### src/rtl/mips_pkg.sv
// Shared definitions for the pipelined MIPS datapath: write-back select
// encodings, default widths and the hard-wired zero register.
package mips_pkg;

    localparam int DATA_W_DEF = 32;
    localparam int ADDR_W_DEF = 5;

    localparam logic [4:0] REG_ZERO = 5'd0;

    typedef enum logic [1:0] {
        WB_SEL_ALU  = 2'b00,
        WB_SEL_MEM  = 2'b01,
        WB_SEL_LINK = 2'b10,
        WB_SEL_RSVD = 2'b11
    } wb_sel_e;

endpackage

### src/rtl/wb_select.sv
// Combinational write-back value select (ALU result, load data or link
// address). Kept standalone so the forwarding path can reuse it.
module wb_select
    import mips_pkg::*;
#(
    parameter int DATA_W = DATA_W_DEF
) (
    input  logic [1:0]        sel,
    input  logic [DATA_W-1:0] alu_result,
    input  logic [DATA_W-1:0] mem_data,
    input  logic [DATA_W-1:0] link_addr,
    output logic [DATA_W-1:0] wb_data
);

    // Pick the write-back source; the reserved encoding falls back to the ALU result
    always_comb begin
        wb_data = alu_result;
        case (wb_sel_e'(sel))
            WB_SEL_MEM:  wb_data = mem_data;
            WB_SEL_LINK: wb_data = link_addr;
            default:     wb_data = alu_result;
        endcase
    end

endmodule

### src/rtl/mem_wb_stage.sv
// MEM/WB pipeline register with write-back select and register file write
// port. The retired-instruction counter is only built when the macro
// MEMWB_RETIRE_CNT_EN is defined; otherwise retire_cnt_o is tied to zero.
module mem_wb_stage
    import mips_pkg::*;
#(
    parameter int DATA_W = DATA_W_DEF,
    parameter int ADDR_W = ADDR_W_DEF,
    parameter int CNT_W  = 32
) (
    input  logic              clk_i,
    input  logic              rst_i,
    input  logic              stall_i,
    input  logic              flush_i,
    input  logic              valid_i,
    input  logic              RegWrite_i,
    input  logic [1:0]        MemtoReg_i,
    input  logic [DATA_W-1:0] ALUresult_i,
    input  logic [DATA_W-1:0] MemData_i,
    input  logic [DATA_W-1:0] PCplus4_i,
    input  logic [ADDR_W-1:0] RDaddr_i,
    output logic              RegWrite_o,
    output logic [ADDR_W-1:0] RDaddr_o,
    output logic [DATA_W-1:0] RDdata_o,
    output logic              valid_o,
    output logic [CNT_W-1:0]  retire_cnt_o
);

    logic              valid_q;
    logic              regwrite_q;
    logic [ADDR_W-1:0] addr_q;
    logic [DATA_W-1:0] data_q;
    logic [DATA_W-1:0] wb_data;
    logic              load_en;

    // Selecting before the register keeps MEM-to-WB latency at one cycle
    wb_select #(.DATA_W(DATA_W)) u_wb_select (
        .sel        (MemtoReg_i),
        .alu_result (ALUresult_i),
        .mem_data   (MemData_i),
        .link_addr  (PCplus4_i),
        .wb_data    (wb_data)
    );

    assign load_en = !flush_i && !stall_i;

    // Pipeline register: flush inserts a bubble, stall holds, otherwise capture
    always_ff @(posedge clk_i or posedge rst_i) begin
        if (rst_i) begin
            valid_q    <= 1'b0;
            regwrite_q <= 1'b0;
            addr_q     <= '0;
            data_q     <= '0;
        end else if (flush_i) begin
            valid_q    <= 1'b0;
            regwrite_q <= 1'b0;
            addr_q     <= '0;
            data_q     <= '0;
        end else if (!stall_i) begin
            valid_q    <= valid_i;
            regwrite_q <= RegWrite_i & valid_i;
            addr_q     <= RDaddr_i;
            data_q     <= wb_data;
        end
    end

    // $0 is hard-wired, so its writes are dropped here while address/data stay visible
    assign RegWrite_o = regwrite_q & valid_q & (addr_q != ADDR_W'(REG_ZERO));
    assign RDaddr_o   = addr_q;
    assign RDdata_o   = data_q;
    assign valid_o    = valid_q;

`ifdef MEMWB_RETIRE_CNT_EN
    logic [CNT_W-1:0] cnt_q;

    // Count each real instruction once, on the edge it enters WB; wraps freely
    always_ff @(posedge clk_i or posedge rst_i) begin
        if (rst_i) begin
            cnt_q <= '0;
        end else if (load_en && valid_i) begin
            cnt_q <= cnt_q + CNT_W'(1);
        end
    end

    assign retire_cnt_o = cnt_q;
`else
    assign retire_cnt_o = '0;
`endif

endmodule
### config.mk
export PLATFORM = sky130hd
export DESIGN_NAME = mem_wb_stage
export DESIGN_NICKNAME = d
export VERILOG_FILES = /design/src/rtl/mips_pkg.sv /design/src/rtl/wb_select.sv /design/src/rtl/mem_wb_stage.sv
export SDC_FILE = /design/constraint.sdc
export NUM_CORES = 1
export LEC_CHECK = 0
export ABC_AREA = 1
export CORE_ASPECT_RATIO = 1.4
export CORE_MARGIN = 3
export CORE_UTILIZATION = 35
export CTS_CLUSTER_DIAMETER = 30
export DETAILED_ROUTE_END_ITERATION = 10
export PLACE_DENSITY = 0.81
export SKIP_CTS_REPAIR_TIMING = 1
export SYNTH_ARGS = -nofsm -noshare
export SYNTH_HDL_FRONTEND = slang
export SYNTH_SLANG_ARGS = --single-unit
### constraint.sdc
create_clock -name clk_i -period 1.6 [get_ports clk_i]
set_clock_uncertainty 0.05 [all_clocks]
set_input_delay 0.4 -clock clk_i [delete_from_list [all_inputs] [get_ports clk_i]]
set_output_delay 0.4 -clock clk_i [all_outputs]
set_load 0.02 [all_outputs]
==> impl_results.md <==
- Average wire per standard cell: between 10 and 15 um
- Min-Delay Path Class: primary input to asynchronous set/reset pin
- Critical path arrival: 1.08 ns
- Slowest Stage Delay on Critical Path: 0.40 ns
- Post-synth top area share: 38.42%
- RSZ-0062 raised after global routing: yes
- CP Capture Type: output port
- Area grow syn2layout: 71.72%
- Filler cell count: approximately 640
- Clock sink count: 39
- Critical setup path kind: flip-flop to output port
- End point of the critical path: RegWrite_o
- Yosys top cell by area: dfrtp_1
- CTS root buf: clkbuf_8
- Critical R2R Launch: RDaddr_o[0]
- Vias per cell: 4.375
- Storage cell area: ~980 um2
- Syn Inst Count: around 390
- Die width: ~78 um
- CP Buf/Inv Count: 2
- Port bufs: 147
- # setup viols final: 0
- Vias in the first global route: roughly 2700
- Share of layout cells above drive strength 1: about 7.5%
- Final worst setup slack: 0.06719 ns
- Worst path cell trace: nor2_2 > nand3_1 > nand2_1 > inv_1 > clkbuf_2
- Post-Route Utilization: 62.07%
- Global-route wire length before repair: 12.88 mm
- Yosys warning total: 0
- Placed Area: slightly above 0.004 mm2
- Slew Viols, Final: 0
- Total CTS buffers: 5
- Final TNS setup: 0 ns
- Multi-input gate area: roughly 0.0013 mm2
- GRT overflow: 0
- Detailed placement HPWL: about 6.3 mm
- Max IR drop VDD: 0.2999 mV
- Reg-to-Reg End: RDaddr_o[0]
- Maximum clock rate: between 0.6 and 0.7 GHz
- Largest net degree at the start of global routing: 40
- Period utilization: a little over nine tenths
- Slowest-stage cell, CP: dfrtp_1
- Syn_area_per_cell: between 6 and 7 um2
- Vias: between 2000 and 3000
- MaxCap Viol Count: 0
- Clk buf depth: 2
- CP Launch Point: RDaddr_o[0]
- Critical Path RT: between 1 and 1.5 ns
- Period minus WS final: approximately 1.5 ns
- Reg2reg setup slack: 0.80 ns
- Status: completed
- Pwr/cell area: 633.2 mW/mm2
- H-tree Lvls: 2
- P_leak: between 0.002 and 0.003 uW
- Detail Route Antenna Nets: 0
- Nets@finish: between 600 and 700
- GRT Total Usage: roughly a fifth
- Ant diodes: 0
- R2R cell count: 3
- Placer Congestion: roughly 0.78
- Post-route cell area: roughly 0.0044 mm2
- Hold Violations, Final: 0
- Core box area: 0.007027 mm2
- Die H: around 110 um
- Tot Pwr: around 2800 uW
- Crit path max fanout: 2
- Cell count along the critical path: 5
- Post-Route WL: a little over 8 mm
- Post-synth cell types: 13
- Largest cells by area after synthesis: dfrtp_1, nand2_1, buf_4, nor2_1, nand3_1
- Synth Cell Area: between 0.002 and 0.003 mm2
- Worst-Skew Late Latency: roughly 0.28 ns
- CTS tree: built
- Initial antenna violation count: 0
- Initial core utilization: between 30 and 40%
- Family with the most delay on the worst path: flip-flops
- Iter 0 DRT Violations: 96
- Die area: ~0.0083 mm2
- Clock transition at path regs: approximately 0.07 ns
- Setup WS pre-CTS: -0.3732 ns
- Io pins: 180
- Drt pass-1 iters: 4
- Count of state elements after synthesis: 39
- CP Launch Type: flip-flop
- Seq/Total Area, Yosys: between 30 and 40%
- DRC viols: 0
- Cell row count: 36
==> cells by family (layout without fill, tap and decap cells) <==
kind of cell | count (synthesis) | after routing | synth area share (%)
buffers and inverters | 61 | 190 | 16.21
other | 1 | 32 | 0.1476
DFF | 39 | 39 | 38.42
adders and majority gates | 2 | 2 | 0.9851
and+or+nand+nor | 284 | 284 | 44.24
==> routing by layer <==
layer  GRT usage (%)  part of all wire, %  wire, um  vias up
met1           22.03                   39      3219     1269
met5               0                    0         0        -
met4           5.000                  1.3       108        0
met3           3.950                  5.5       456       10
met2           36.89                   54      4470      106
li1                -                    -         -     1424
==> sequential cells by signal (all words and copies together) (netlist names) <==
name / count
valid_o: 1
RDaddr_o: 5
RDdata_o: 32
regwrite_q: 1
==> synth_stat cells, drive strengths merged <==
master,count
nand2,183
nor2,67
buf,51
dfrtp,39
nand3,34
inv,10
ha,2
conb,1
==> tightest hold or removal path: cells and delay by family <==
| kind | cells | cell delay, ns |
|---|---|---|
| buffers and inverters | 3 | 0.72 |
==> metrics by stage <==
step / cells / hold WS [ns]
2_1_floorplan: 418 / 0.3994
3_3_place_gp: 632 / 0.4127
3_5_place_dp: 632 / 0.4148
4_1_cts: 640 / 0.4210
5_1_grt: 642 / 0.4321
6_report: 642 / 0.4113
==> worst min-delay path by stage <==
| stage | start | end | cells past startpoint |
|---|---|---|---|
| floorplan | regwrite_q | regwrite_q | 2 |
| global placement | regwrite_q | regwrite_q | 2 |
| detailed placement | RDdata_o[15] | RDdata_o[15] | 2 |
| CTS | rst_i | RDaddr_o[3] | 3 |
| global route | rst_i | valid_o | 3 |
| finish | rst_i | RDaddr_o[3] | 3 |
==> where the power goes <==
part           leakage, uW  switching (uW)  internal, uW
clock network    0.0000422             332           306
logic              0.00215             499           530
registers         0.000521            37.3          1060
==> cell usage in the layout (no fill, tap or decap) <==
| cell | netlist | layout |
|---|---|---|
| inv_2 | 3 | 3 |
| ha_1 | 2 | 1 |
| inv_8 | 0 | 1 |
| clkinv_2 | 0 | 1 |
| nor2_1 | 66 | 64 |
| nand2_1 | 182 | 182 |
| clkbuf_1 | 0 | 2 |
| buf_12 | 0 | 6 |
| nand2_4 | 1 | 1 |
| nor2_4 | 1 | 1 |
| clkdlybuf4s50_1 | 0 | 106 |
| conb_1 | 1 | 32 |
| dlymetal6s2s_1 | 0 | 40 |
| inv_1 | 7 | 5 |
| clkbuf_16 | 0 | 1 |
| clkinv_1 | 0 | 1 |
| dfrtp_1 | 39 | 39 |
| buf_4 | 35 | 16 |
| nand3_1 | 34 | 34 |
| buf_6 | 5 | 2 |
| nor2_2 | 0 | 2 |
| clkbuf_8 | 0 | 5 |
| ha_4 | 0 | 1 |
| clkbuf_2 | 0 | 1 |
==> final cells by class <==
type                       instances  area share (%)
clock buffer                       7           1.750
multi-input combinational        318           29.49
inverter                          10           1.033
clock inverter                     1          0.1147
sequential                        39           22.38
tap                               95           2.725
timing repair buffer             172           42.51
(Power assumes the default switching activity.)
